### src/rtl/frog_pkg.sv
// Shared types and defaults for the frame collision scheduler.
// State encoding for the hit-report FSM plus colour and frog-index defaults.
package frog_pkg;

  typedef enum logic [1:0] {COLLECT, REPORT, HOLDOFF} coll_state_t;

  localparam int         RGB_W_DEF    = 8;
  localparam logic [7:0] OVERLAY_RGB  = 8'hE0;
  localparam int         FROG_IDX_DEF = 1;

endpackage

### src/rtl/priority_pixel_mux.sv
// Fixed-priority pixel select: the lowest requesting index wins, otherwise background.
// Purely combinational (0 cycles); the caller registers the outputs. No backpressure.
module priority_pixel_mux #(
  parameter int NUM_OBJ = 8,
  parameter int SEL_W   = 3,
  parameter int RGB_W   = 8
) (
  input  logic [NUM_OBJ-1:0]       draw_req,
  input  logic [NUM_OBJ*RGB_W-1:0] obj_rgb,
  input  logic [RGB_W-1:0]         bg_rgb,
  output logic [SEL_W-1:0]         sel,
  output logic [RGB_W-1:0]         rgb,
  output logic                     any
);

  // Scanning from the top down lets lower indices overwrite, so index 0 has priority.
  always_comb begin
    sel = '0;
    rgb = bg_rgb;
    any = |draw_req;
    for (int k = NUM_OBJ - 1; k >= 0; k--) begin
      if (draw_req[k]) begin
        sel = SEL_W'(k);
        rgb = obj_rgb[k*RGB_W +: RGB_W];
      end
    end
  end

endmodule

### src/rtl/frame_collision_scheduler.sv
// Priority pixel output plus debounced per-frame frog collision reports; COLLISION_OVERLAY_EN paints overlaps red.
// Pixel path 1 cycle; hit_valid pulses 1 cycle after the reporting startOfFrame. No backpressure.
module frame_collision_scheduler
  import frog_pkg::*;
#(
  parameter int NUM_OBJ        = 8,
  parameter int SEL_W          = 3,
  parameter int RGB_W          = RGB_W_DEF,
  parameter int FROG_IDX       = FROG_IDX_DEF,
  parameter int HOLDOFF_FRAMES = 4
) (
  input  logic                     clk,
  input  logic                     resetN,
  input  logic                     startOfFrame,
  input  logic                     play_en,
  input  logic [NUM_OBJ-1:0]       draw_req,
  input  logic [NUM_OBJ*RGB_W-1:0] obj_rgb,
  input  logic [RGB_W-1:0]         bg_rgb,
  output logic [RGB_W-1:0]         pix_rgb,
  output logic [SEL_W-1:0]         select_mux,
  output logic                     obj_valid,
  output logic [NUM_OBJ-1:0]       hit_vec,
  output logic                     hit_valid
);

  localparam logic [3:0] HOLD_INIT = 4'(HOLDOFF_FRAMES);

  logic [SEL_W-1:0]   mux_sel;
  logic [RGB_W-1:0]   mux_rgb;
  logic [RGB_W-1:0]   pix_n;
  logic               mux_any;
  logic [NUM_OBJ-1:0] ov;
  logic [NUM_OBJ-1:0] ov_gated;
  logic [NUM_OBJ-1:0] acc;
  logic [NUM_OBJ-1:0] acc_n;
  logic [NUM_OBJ-1:0] hit_vec_n;
  logic               hit_valid_n;
  logic [3:0]         cnt;
  logic [3:0]         cnt_n;
  coll_state_t        state;
  coll_state_t        state_n;

  priority_pixel_mux #(
    .NUM_OBJ (NUM_OBJ),
    .SEL_W   (SEL_W),
    .RGB_W   (RGB_W)
  ) u_mux (
    .draw_req (draw_req),
    .obj_rgb  (obj_rgb),
    .bg_rgb   (bg_rgb),
    .sel      (mux_sel),
    .rgb      (mux_rgb),
    .any      (mux_any)
  );

  always_comb begin
    ov           = draw_req & {NUM_OBJ{draw_req[FROG_IDX]}};
    ov[FROG_IDX] = 1'b0;
  end

  assign ov_gated = ov & {NUM_OBJ{play_en}};

`ifdef COLLISION_OVERLAY_EN
  assign pix_n = (|ov) ? RGB_W'(OVERLAY_RGB) : mux_rgb;
`else
  assign pix_n = mux_rgb;
`endif

  always_ff @(posedge clk or negedge resetN) begin
    if (!resetN) begin
      pix_rgb    <= '0;
      select_mux <= '0;
      obj_valid  <= 1'b0;
    end else begin
      pix_rgb    <= pix_n;
      select_mux <= mux_sel;
      obj_valid  <= mux_any;
    end
  end

  // A startOfFrame overlap always belongs to the frame it opens, hence the ov_gated loads.
  always_comb begin
    state_n     = state;
    acc_n       = acc;
    cnt_n       = cnt;
    hit_vec_n   = '0;
    hit_valid_n = 1'b0;
    case (state)
      COLLECT: begin
        if (startOfFrame) begin
          if (acc != '0) begin
            state_n     = REPORT;
            hit_vec_n   = acc;
            hit_valid_n = 1'b1;
            acc_n       = '0;
          end else begin
            acc_n = ov_gated;
          end
        end else begin
          acc_n = acc | ov_gated;
        end
      end
      REPORT: begin
        acc_n = '0;
        if (startOfFrame && HOLD_INIT == 4'd1) begin
          state_n = COLLECT;
          acc_n   = ov_gated;
          cnt_n   = '0;
        end else begin
          state_n = HOLDOFF;
          cnt_n   = startOfFrame ? HOLD_INIT - 4'd1 : HOLD_INIT;
        end
      end
      HOLDOFF: begin
        acc_n = '0;
        if (startOfFrame) begin
          if (cnt == 4'd1) begin
            state_n = COLLECT;
            acc_n   = ov_gated;
            cnt_n   = '0;
          end else begin
            cnt_n = cnt - 4'd1;
          end
        end
      end
      default: begin
        state_n = COLLECT;
        acc_n   = '0;
        cnt_n   = '0;
      end
    endcase
  end

  always_ff @(posedge clk or negedge resetN) begin
    if (!resetN) begin
      state     <= COLLECT;
      acc       <= '0;
      cnt       <= '0;
      hit_vec   <= '0;
      hit_valid <= 1'b0;
    end else begin
      state     <= state_n;
      acc       <= acc_n;
      cnt       <= cnt_n;
      hit_vec   <= hit_vec_n;
      hit_valid <= hit_valid_n;
    end
  end

endmodule

### config.mk
export PLATFORM = sky130hd
export DESIGN_NAME = frame_collision_scheduler
export DESIGN_NICKNAME = d
export VERILOG_FILES = /design/src/rtl/frog_pkg.sv /design/src/rtl/priority_pixel_mux.sv /design/src/rtl/frame_collision_scheduler.sv
export SDC_FILE = /design/constraint.sdc
export NUM_CORES = 1
export LEC_CHECK = 0
export ABC_AREA = 1
export CORE_UTILIZATION = 44
export CTS_CLUSTER_DIAMETER = 80
export DETAILED_ROUTE_END_ITERATION = 6
export PLACE_DENSITY = 0.87
export RECOVER_POWER = 50
export SYNTH_ARGS = -nofsm -noshare
export SYNTH_HDL_FRONTEND = slang
export SYNTH_SLANG_ARGS = --single-unit
### constraint.sdc
create_clock -name clk -period 3.3 [get_ports clk]
set_input_delay 0.99 -clock clk [delete_from_list [all_inputs] [get_ports clk]]
set_output_delay 0.99 -clock clk [all_outputs]
set_load 0.01 [all_outputs]
# After elaboration in Yosys (flattened, before gate mapping)
# Cells that the tools add are included.
word_totals:
  reg_bits: 35
  out_inout_bits: 21
  in_bits: 84
  word_cells: 61
classes:
  reduce_logical: 5
  eq_ne: 7
  add_sub_neg: 1
  bitwise_logic: 4
  n_mux: 36
op_table:
  columns: ["cell", "n"]
  rows:
  - ["2-to-1 mux 8 bit", 15]
  - ["2-to-1 mux 3 bit", 9]
  - ["AND 8 bit", 2]
  - ["one-hot mux 8 bit (2 select lines)", 1]
  - ["one-hot mux 4 bit (3 select lines)", 1]
  - ["2-to-1 mux 2 bit", 4]
  - ["2-to-1 mux 4 bit", 2]
  - ["!= test 2 bit (second input constant)", 4]
  - ["OR 8 bit", 1]
  - ["nonzero test 8 bit", 1]
  - ["OR reduction 8 bit", 1]
  - ["one-hot mux 2 bit (3 select lines)", 1]
  - ["equality test 4 x 1 -> 1 bit (second input constant)", 1]
  - ["AND reduction 4 bit", 1]
  - ["subtractor 4 x 1 -> 4 bit (second input constant)", 1]
  - ["2-to-1 mux 1 bit", 3]
  - ["equality test 2 x 1 -> 1 bit (second input constant)", 1]
  - ["equality test 2 bit (second input constant)", 1]
  - ["logical NOT 2 bit", 1]
  - ["AND reduction 2 bit", 1]
  - ["inverter 1 bit", 1]

# Longest topological paths before layout
# Gate-level depths: netlist of the first run.
depth:
  ltp_word: 8
  depth_mapped: 10
  ltp_nobuf: 10

# Hierarchy
# Synthesis of the first run repeated with hierarchy kept, for this count alone.
hier_totals:
  hier_cells: 345
  area_unflattened_um2: 2348.5
by_module_without_submodules:
  columns: ["module", "area_each_um2", "seq_area_each_um2", "cells_each", "instances"]
  rows:
  - ["frame_collision_scheduler", 1535.2, 850.8, 167, 1]
  - ["priority_pixel_mux", 813.3, 0.0, 178, 1]

# Worst setup path before layout of the first run
# Ideal clock, no wire load.
synth_path:
  path_type: "input to register"
  from: "input port draw_req[5]"
  to: "register pix_rgb[6]"
  path_slack_ns: 1.550
  arrival_time_ns: 1.634
  path_stages: 9
  setup_time_ns: 0.116
  t_required_ns: 3.184
  path_buffers: 2
  cell_sequence: "buf_2 > inv_1 > buf_2 > nand2_1 > nand2_1 > nand2_1 > nand2_1 > nand2_1 > nand2_1"
synth_via:
  elab_chain_cells: 6
synth_rtl:
  columns: ["element", "line_no", "rtl"]
  rows:
  - ["start, declared", "frame_collision_scheduler.sv:16", "input logic [NUM_OBJ-1:0] draw_req,"]
  - ["2-to-1 mux 8 bit (6 in series)", "priority_pixel_mux.sv:22", "if (draw_req[k]) begin"]
  - ["net mux_rgb[6]", "frame_collision_scheduler.sv:29", "logic [RGB_W-1:0] mux_rgb;"]
  - ["end signal, assigned", "frame_collision_scheduler.sv:75", "pix_rgb <= pix_n;"]
  - ["end, declared", "frame_collision_scheduler.sv:19", "output logic [RGB_W-1:0] pix_rgb,"]
# The timed path passes the listed nets, and every way through them passes these cells.
# A chain may end at the register's enable or synchronous reset.

# Final worst setup path of the first run
layout_path:
  from: "input port startOfFrame"
  to: "register acc[2]"
layout_via:
  elab_chain_cells: 2
  elab_cells_between_ends: 3
  classes_between: "mux: 3"
layout_rtl:
  columns: ["element", "line_no", "rtl"]
  rows:
  - ["start, declared", "frame_collision_scheduler.sv:14", "input logic startOfFrame,"]
  - ["2-to-1 mux 8 bit, on equally long branches", "frame_collision_scheduler.sv:116, frame_collision_scheduler.sv:90", null]
  - ["one-hot mux 8 bit (2 select lines) *", "frame_collision_scheduler.sv:88", "case (state)"]
  - ["net acc_n[2]", "frame_collision_scheduler.sv:35", "logic [NUM_OBJ-1:0] acc_n;"]
  - ["end signal, assigned", "frame_collision_scheduler.sv:143", "acc <= acc_n;"]
  - ["end, declared", "frame_collision_scheduler.sv:34", "logic [NUM_OBJ-1:0] acc;"]
# Mark *: on every way through the listed nets, which the timed path passes. The rest lies on a longest branch.

==> results_dict.tcl, run 1 <==
set metrics [dict create \
    power.density_mw_per_mm2 423 \
    synthTopCellsByArea "dfrtp_1, nand2_1, nor2_1" \
    crit_chain "dlygate4sd3_1 -> inv_1 -> o21ai_0 -> a21oi_1" \
    min_period_ns 2.51 \
    cts_setup_buffers 0 \
    seqCellArea_sq_um 851 \
    setup_viol 0 \
    cts_hold_buf 0 \
    cts-root-buf "clkbuf_8" \
    layout_setup_ws_ns 0.792 \
    place.gp.congestion 0.899 \
    grt_pass1_vias 2321 \
    ys_warn_count 0 \
    p_switching_uw 476 \
    antenna_found_initial 0 \
    drt-total-wl_microns 6020 \
    r2r_slack_ns 1.75 \
    worstSkewPairLatency_ns 0.29 \
    fmax_mhz 399 \
    drc 4 \
    holdCritStartpoint "cnt[1]" \
    skew_ns 0.00438 \
    syn_area_per_cell_sq_um 6.92 \
    ys_ff_latch 34 \
    grt_first_pass_wirelength_microns 9840 \
    overflow 0 \
    core_sq_mm 0.00447 \
    cts_tree "done" \
    drt-wirelength-per-cell_microns 13.1 \
    p_total_uw 1380 \
    synth_area_sq_mm 0.00212 \
    rsz0062_at_grt "false" \
    finalHoldViolCount 0 \
    run_status "finished with violations" \
    instances_no_fill 461 \
    synth_edf_count 0 \
    pwr-share-comb_pct 39.3 \
    rr_worst_depth 5 \
    syn_inst 306 \
    cpPeakStageDelay_ns 0.69 \
    min_delay_worst_endpoint "cnt[1]" \
    yosys.area.top_type "dfrtp_1" \
    r2r_start "acc[5]" \
    hold_depth 2 \
    cp_top_family "buffers and inverters" \
    synth_nets 396 \
    seq_area_frac_synth_pct 40.2 \
    end_kind "flip-flop" \
    clk_pin_slew_ns 0.07 \
    synth_ff_type "dfrtp_1" \
    dieArea_sq_mm 0.00509 \
    yosys.area.top_type_share_pct 40.2 \
    internal-power_uw 900 \
    finalCritPeriodShare_pct 76.0 \
    worst_pin_slew_ns 0.730 \
    first_iter_violations 135 \
    switching_share_pct 34.6 \
    criticalPathCategory "input pin to flip-flop" \
    crit_fanout 7 \
    p_leak_uw 0.00150 \
    placed_cells 453 \
    viasPerCell 5.12 \
    drt.antenna.violating_nets 0 \
    portBuffers 104 \
    critPathBufInv 2 \
    start_util_pct 47.3 \
    n_fill_cell 352 \
    peakVddDrop_mv 0.201 \
    dp_slack_ns 0.704 \
    drt_pre_antenna_iters 7 \
    area_growth_pct 53.8 \
    drive_above_1_share_pct 3.18 \
    detailed_place.area_sq_mm 0.00317 \
    clock_path_buffers 2 \
    relSlewSlack_pct 50.8 \
    min_path_type "flip-flop to flip-flop" \
    die_x_microns 71.4 \
    grt_max_degree 35 \
    yosysUniqueCellTypes 30 \
    diodes 0 \
    crit_required_ns 3.43 \
    slew_violations 0 \
    hpwlAfterDp_microns 4820 \
    htreeDepth 2 \
    cts_buffers 5 \
    finalSetupTns_ns 0 \
    startpoint_type "input pin" \
    final_area_sq_mm 0.00326 \
    multi_input_area_sq_mm 0.00109 \
    violations "DRC" \
    cts_resized 0 \
    clock-sinks 34 \
    drv_cap 0 \
    synthArstFlopShare_pct 100 \
    clkPwrFrac_pct 23.4 \
    num_rows 24 \
    cp_slowest_cell "dlygate4sd3_1" \
    cp_data_arrival_time_ns 2.64 \
    fp.dieH_microns 71.4 \
    vias 2360 \
    num-nets-final 498 \
    seq_power_share_pct 37.3 \
    regToRegEndpoint "acc[2]" \
    grt_use_total_pct 24.9 \
    ios 105 \
]
[metrics by stage]
step                      util (%)  hold slack (ns)
after global routing          72.8            0.534
after detailed placement      70.8            0.492
after global placement        70.8            0.473
after CTS                     72.8            0.507
final                         72.8            0.502
after floorplan                  -            0.461
[worst reg2reg max path: stages (launching register included)]
cell and delay (ns):
dfrtp_1 0.37, inv_1 0.07, nand3_1 0.11, nor2_1 0.08, o21ai_0 0.58, a21oi_1 0.17
[synth_stat cells (3+ instances only)]
cell type,instances
o21ai_0,4
a21oi_1,25
nor2_1,55
a31oi_1,7
ha_1,6
inv_1,24
nand2_1,97
dfrtp_1,34
nand3_1,23
buf_4,3
buf_2,5
[final cells by class]
class                   count  area share, %
well taps                  52           2.00
flip-flops and latches     34           26.1
repair buffers            107           32.7
multi-input cells         234           33.4
inverters                  26           3.00
clock buffers               7           2.65
clock inverters             1          0.154
[placed cells by master, fill, tap and decap left out]
| master | count |
|---|---|
| clkdlybuf4s50_1 | 102 |
| nand2_1 | 97 |
| nor2_1 | 55 |
| dfrtp_1 | 34 |
| inv_1 | 25 |
| a21oi_1 | 25 |
| nand3_1 | 23 |
| a31oi_1 | 7 |
| ha_1 | 6 |
| clkbuf_8 | 6 |
| o21ai_0 | 5 |
| buf_4 | 3 |
| a32oi_1 | 2 |
| nor3_1 | 2 |
| dlygate4sd3_1 | 2 |
| clkinv_1 | 1 |
| o22ai_1 | 1 |
| a21boi_1 | 1 |
| nor2_8 | 1 |
| a22oi_1 | 1 |
| xor2_1 | 1 |
| a21oi_4 | 1 |
| xnor2_1 | 1 |
| nor2_2 | 1 |
| o31ai_1 | 1 |
| o21ai_1 | 1 |
| a21boi_0 | 1 |
| clkbuf_1 | 1 |
| clkinv_2 | 1 |
| conb_1 | 1 |
[flip-flops by register name, indices dropped and copies added (netlist names)]
name / cells
hit_vec: 8
pix_rgb: 8
acc: 7
cnt: 4
select_mux: 3
state: 2
hit_valid: 1
obj_valid: 1
[routing by layer]
metal	global-route usage, %	wire, microns
met5	0	0
met4	9.11	170
met3	6.05	438
met2	46.5	3050
met1	27.2	2360
[logic make-up (layout without fill, tap and decap cells)]
kind of cell	Yosys count	count (layout)	synth area share (%)
simple gates	179	179	34.1
flops	34	34	40.2
buf+inv	38	141	8.27
compound gates	46	46	12.9
other cells	1	1	0.177
fa+ha+maj	6	6	3.55
xor+xnor	2	2	0.828
[worst max-delay path by stage]
stage	from	endpoint	slack, ns	cells past startpoint
4_1_cts	draw_req[6]	pix_rgb[2]	1.01	11
6_report	startOfFrame	acc[2]	0.79	4
3_5_place_dp	draw_req[6]	pix_rgb[2]	0.70	11
5_1_grt	startOfFrame	acc[2]	0.63	4
2_1_floorplan	draw_req[5]	pix_rgb[6]	1.55	9
3_3_place_gp	draw_req[6]	pix_rgb[3]	0.77	11
[power by group through the flow]
stage / clock network [uW] / registers (uW) / logic [uW]
floorplan: 0 / 526 / 316
global placement: 0 / 520 / 526
detailed placement: 0 / 522 / 545
CTS: 321 / 515 / 548
global route: 339 / 521 / 612
finish: 321 / 514 / 541
Power figures use the tool's default switching activity.
==> inputs of run 2 (changes only) <==
--- a/config.mk
+++ b/config.mk
@@ -6,10 +6,10 @@
 export NUM_CORES = 1
 export LEC_CHECK = 0
 export ABC_AREA = 1
-export CORE_UTILIZATION = 44
+export CORE_UTILIZATION = 41
 export CTS_CLUSTER_DIAMETER = 80
 export DETAILED_ROUTE_END_ITERATION = 6
-export PLACE_DENSITY = 0.87
+export PLACE_DENSITY = 0.81
 export RECOVER_POWER = 50
 export SYNTH_ARGS = -nofsm -noshare
 export SYNTH_HDL_FRONTEND = slang
==> constraint.sdc (replaced) <==
create_clock -name clk -period 2.4 [get_ports clk]
set_input_delay 0.72 -clock clk [delete_from_list [all_inputs] [get_ports clk]]
set_output_delay 0.72 -clock clk [all_outputs]
set_load 0.01 [all_outputs]
==> run 2 against run 1 <==
The run now ends clean. Sequential share of layout area fell by 0.42 points. Global-route usage is 1.6 points lower. Largest power group unchanged. Critical path depth up 6. Utilization decreased by 4.5 points. Sequential cell count unchanged. Critical endpoint is now pix_rgb[0]. Non-clock buffer count up 5.
==> results_dict.tcl, run 2 (same netlist as run 1, synthesis figures left out) <==
set metrics [dict create \
    clkPwrFrac_pct 22.7 \
    n_fill_cell 430 \
    vias 2329 \
    rr_worst_depth 6 \
    dieArea_sq_mm 0.00545 \
    layout_commonest_cell "clkdlybuf4s50_1" \
    path_common_cell "nand2_1" \
    finalSetupTns_ns 0 \
    min_period_ns 1.97 \
    seq_power_share_pct 37.7 \
    p_leak_uw 0.00153 \
    fin_util_pct 68.3 \
    drt.antenna.violating_nets 0 \
    diodes 0 \
    hold_depth 2 \
    r2r_slack_ns 0.87 \
    drv_cap 0 \
    peakVddDrop_mv 0.308 \
    relSlewSlack_pct 45.9 \
    cts_setup_buffers 0 \
    htreeDepth 2 \
    end_kind "flip-flop" \
    portBuffers 104 \
    seqCellArea_sq_um 851 \
    cp_top_family "simple AND/OR/NAND/NOR gates" \
    hpwlAfterDp_microns 4870 \
    clock_path_buffers 2 \
    setup_viol 0 \
    startpoint_type "input pin" \
    grt_use_total_pct 23.3 \
    drive_above_1_share_pct 4.35 \
    cts_tree "done" \
    drt_pre_antenna_iters 4 \
    critPathBufInv 1 \
    clock-sinks 34 \
    min_path_type "flip-flop to flip-flop" \
    fp.dieH_microns 73.9 \
    overflow 0 \
    worstSkewPairLatency_ns 0.28 \
    num-nets-final 503 \
    switching_share_pct 34.0 \
    run_status "complete, no violations" \
    rsz0062_at_grt "false" \
    cts_resized 0 \
    crit_required_ns 2.63 \
    ios 105 \
    first_iter_violations 117 \
    slew_violations 0 \
    antenna_found_initial 0 \
    power.density_mw_per_mm2 569 \
    fmax_mhz 508 \
    drt-wirelength-per-cell_microns 12.5 \
    holdCritStartpoint "cnt[1]" \
    cts_hold_buf 0 \
    cp_slowest_cell "clkdlybuf4s50_1" \
    pwr-share-comb_pct 39.7 \
    multi_input_area_sq_mm 0.00109 \
    area_growth_pct 56.3 \
    viasPerCell 4.84 \
    grt_pass1_vias 2230 \
    cts_buffers 5 \
    r2r_start "state[0]" \
    cts-root-buf "clkbuf_8" \
    cpPeakStageDelay_ns 0.68 \
    skew_ns 0.00312 \
    worst_pin_slew_ns 0.812 \
    num_rows 25 \
    drc 0 \
    drt-total-wl_microns 6020 \
    min_delay_worst_endpoint "cnt[1]" \
    cp_data_arrival_time_ns 2.20 \
    most-common-layout-cells "clkdlybuf4s50_1, nand2_1, nor2_1, dfrtp_1" \
    place.gp.congestion 0.912 \
    criticalPathCategory "input pin to flip-flop" \
    finalHoldViolCount 0 \
    finalCritPeriodShare_pct 82.1 \
    grt_max_degree 35 \
    internal-power_uw 1240 \
    grt_first_pass_wirelength_microns 9510 \
    die_x_microns 73.9 \
    start_util_pct 43.7 \
    p_switching_uw 640 \
    core_sq_mm 0.00485 \
    crit_fanout 10 \
    reg_top3 "hit_vec: 8 flops, pix_rgb: 8 flops, acc: 7 flops" \
    crit_chain "clkdlybuf4s50_1 -> nor2_8 -> nand2_1 -> nand3_1 -> nand2_1 -> nand2_1 -> nand2_1 -> nand2_1 -> nand2_1 -> nand2_1" \
    regToRegEndpoint "acc[2]" \
    clk_pin_slew_ns 0.07 \
]
## run 2: changes by cell type in the layout (fill, tap and decap cells not counted), sizes merged
cell,change
buf,+4
clkbuf,+1
## run 2: through the flow
stage / hold slack (ns) / power (uW) / instance area (sq um) / setup WS [ns] / std cells
after floorplan: 0.424 / 1160 / 2120 / 0.920 / 306
after global placement: 0.481 / 1450 / 3220 / 0.204 / 473
after detailed placement: 0.487 / 1470 / 3220 / 0.166 / 473
after CTS: 0.503 / 1900 / 3320 / 0.457 / 481
after global routing: 0.529 / 2000 / 3310 / 0.326 / 481
final: 0.500 / 1880 / 3310 / 0.430 / 481
## run 2: tightest hold or removal path, cell delays in order (launching register included)
cell	delay (ns)
dfrtp_1	0.35
a21oi_1	0.06
o31ai_1	0.06
## run 2: metal layers
layer / vias up / global-route usage [%] / wire (microns)
met5: - / 0 / 0
met4: 0 / 6.20 / 72
met3: 6 / 6.17 / 410
met2: 105 / 42.5 / 3080
met1: 1036 / 26.6 / 2460
li1: 1182 / - / -
## run 2: worst max-delay path by stage
stage                       to  slack (ns)          from  cells past startpoint
floorplan           pix_rgb[6]        0.92   draw_req[5]                      9
global placement    pix_rgb[3]        0.20   draw_req[7]                     10
detailed placement  pix_rgb[3]        0.17   draw_req[7]                     10
CTS                 pix_rgb[3]        0.46   draw_req[7]                     10
global route            acc[3]        0.33  startOfFrame                      4
finish              pix_rgb[0]        0.43   draw_req[7]                     10
## run 2: final cells by class
class / instances / area share [%]
repair buffers: 112 / 33.2
clock buffers: 7 / 2.61
well taps: 67 / 2.53
clock inverters: 1 / 0.151
inverters: 26 / 2.95
flip-flops and latches: 34 / 25.7
multi-input cells: 234 / 32.9
## run 2: power by group through the flow
stage               logic, uW  clock network [uW]  registers [uW]
finish                    747                 426             708
CTS                       756                 433             709
global placement          731                   0             714
floorplan                 435                   0             723
global route              827                 456             719
detailed placement        750                   0             719
==> inputs of run 3 (changes only) <==
--- a/config.mk
+++ b/config.mk
@@ -6,10 +6,10 @@
 export NUM_CORES = 1
 export LEC_CHECK = 0
 export ABC_AREA = 1
-export CORE_UTILIZATION = 41
+export CORE_UTILIZATION = 37
 export CTS_CLUSTER_DIAMETER = 80
 export DETAILED_ROUTE_END_ITERATION = 6
-export PLACE_DENSITY = 0.81
+export PLACE_DENSITY = 0.78
 export RECOVER_POWER = 50
 export SYNTH_ARGS = -nofsm -noshare
 export SYNTH_HDL_FRONTEND = slang
==> constraint.sdc (replaced) <==
create_clock -name clk -period 1.7 [get_ports clk]
set_input_delay 0.51 -clock clk [delete_from_list [all_inputs] [get_ports clk]]
set_output_delay 0.51 -clock clk [all_outputs]
set_load 0.01 [all_outputs]
==> run 3 against run 2 <==
Combinational power grew 49%. Clock power grew 46%. Final cell count grew 4.0%. Critical path depth shrank 9. Clock-buffer cell count is the same. Sequential power grew 41%. Setup slack lost 0.40 ns. Via count grew 4.3%. Sequential share of layout area shrank 1.1 points. Worst hold slack gained 0.0053 ns. Register-to-register slack lost 0.64 ns. Critical endpoint is now pix_rgb[1]. Largest power group unchanged.
==> results_dict.tcl, run 3 (same netlist as run 1, synthesis figures left out) <==
set metrics [dict create \
    min_path_type "flip-flop to flip-flop" \
    hold_ws_ns 0.505 \
    ios 105 \
    n_fill_cell 492 \
    run_status "complete, no violations" \
    startpoint_type "flip-flop" \
    dp_slack_ns -0.355 \
    cp_top_family "buffers and inverters" \
    drt_pre_antenna_iters 4 \
    finalCritPeriodShare_pct 98.3 \
    num_rows 27 \
    fp.dieH_microns 77.6 \
    crit_required_ns 1.19 \
    seq_power_share_pct 36.6 \
    crit_chain "clkdlybuf4s50_1" \
    rsz0062_at_grt "false" \
    clkPwrFrac_pct 22.7 \
    worst_pin_slew_ns 0.814 \
    num-nets-final 517 \
    p_leak_uw 0.00167 \
    first_iter_violations 172 \
    grt_max_degree 35 \
    switching_share_pct 34.6 \
    cp.depth 1 \
    grt_pass1_vias 2382 \
    min_period_ns 1.67 \
    power.density_mw_per_mm2 791 \
    drt.antenna.violating_nets 0 \
    portBuffers 104 \
    rr_worst_depth 9 \
    antenna_found_initial 0 \
    cp_slowest_cell "clkdlybuf4s50_1" \
    place.gp.congestion 0.886 \
    p_switching_uw 947 \
    setup_viol 0 \
    relSlewSlack_pct 45.7 \
    die_x_microns 77.6 \
    cts-root-buf "clkbuf_8" \
    end_kind "primary output" \
    reg_top3 "hit_vec: 8 flops, pix_rgb: 8 flops, acc: 7 flops" \
    cp_data_arrival_time_ns 1.16 \
    hpwlAfterDp_microns 5010 \
    drt-wirelength-per-cell_microns 12.3 \
    clock_path_buffers 2 \
    worstSkewPairLatency_ns 0.29 \
    drv_cap 0 \
    drc 0 \
    pwr-share-comb_pct 40.8 \
    viasPerCell 4.86 \
    hold_depth 2 \
    dieArea_sq_mm 0.00603 \
    slew_violations 0 \
    skew_ns 0.00156 \
    critPathBufInv 1 \
    area_growth_pct 63.4 \
    overflow 0 \
    p_total_uw 2740 \
    cts_buffers 5 \
    cpPeakStageDelay_ns 0.54 \
    start_util_pct 38.4 \
    layout_commonest_cell "nand2_1" \
    cts_tree "done" \
    fmax_mhz 598 \
    cts_setup_buffers 0 \
    finalHoldViolCount 0 \
    htreeDepth 2 \
    internal-power_uw 1790 \
    clk_pin_slew_ns 0.07 \
    grt_use_total_pct 21.5 \
    criticalPathCategory "flip-flop to primary output" \
    grt_first_pass_wirelength_microns 10200 \
    clock-sinks 34 \
    layout_setup_ws_ns 0.0288 \
    drt-total-wl_microns 6130 \
    fin_util_pct 62.8 \
    diodes 0 \
    crit_fanout 1 \
    drive_above_1_share_pct 7.94 \
    most-common-layout-cells "nand2_1, clkdlybuf4s50_1, nor2_1, dfrtp_1, a21oi_1" \
    peakVddDrop_mv 0.534 \
    vias 2429 \
    core_sq_mm 0.00551 \
]
-- run 3: layout make-up --
type	count	area [sq um]	share of cell area, %
timing repair buffer	126	1240	35.8
inverter	26	98.8	2.86
clock buffer	7	86.3	2.50
sequential	34	851	24.6
multi-input combinational	234	1090	31.5
tap	72	90.1	2.60
clock inverter	1	5.00	0.145
-- run 3: worst min-delay path, stage by stage (launching register included) --
cell	delay, ns
dfrtp_1	0.35
a21oi_1	0.07
o31ai_1	0.06
-- run 3: path summary, 6_finish.rpt --
path / start / to / slack (ns)
max: pix_rgb[1] / pix_rgb[1] / 0.03
min: cnt[1] / cnt[1] / 0.51
max reg2reg: state[0] / state[1] / 0.23
min reg2reg: cnt[1] / cnt[1] / 0.51
max in group asynchronous: resetN / pix_rgb[2] / 0.34
min in group asynchronous: resetN / hit_vec[5] / 0.85
-- run 3: power by group through the flow --
| stage | sequential [uW] | clock (uW) | combinational, uW |
|---|---|---|---|
| 2_1_floorplan | 1020 | 0 | 614 |
| 3_3_place_gp | 1010 | 0 | 1080 |
| 3_5_place_dp | 1010 | 0 | 1120 |
| 4_1_cts | 1000 | 629 | 1120 |
| 5_1_grt | 1020 | 660 | 1250 |
| 6_report | 1000 | 620 | 1110 |
-- run 3: stage by stage --
step                instances  cell area, sq um  TNS, ns
floorplan                 306              2120        0
global placement          492              3370    -2.38
detailed placement        492              3370    -3.20
CTS                       500              3460        0
global route              500              3460        0
finish                    500              3460        0
-- run 3: what timing repair did --
| item | 4_1_cts | 5_1_grt |
|---|---|---|
| endpoints found under the hold margin | 0 | 0 |
| hold buffers | 0 | 0 |
| gates resized for setup | 3 | 6 |
| setup endpoints to repair | 5 | 7 |
-- run 3: layer usage --
metal / part of all wire (%) / track usage [%] / wire [microns]
met5: 0 / 0 / 0
met2: 51 / 38.4 / 3100
met3: 5.4 / 4.47 / 330
met1: 42 / 25.3 / 2580
met4: 1.9 / 7.55 / 114
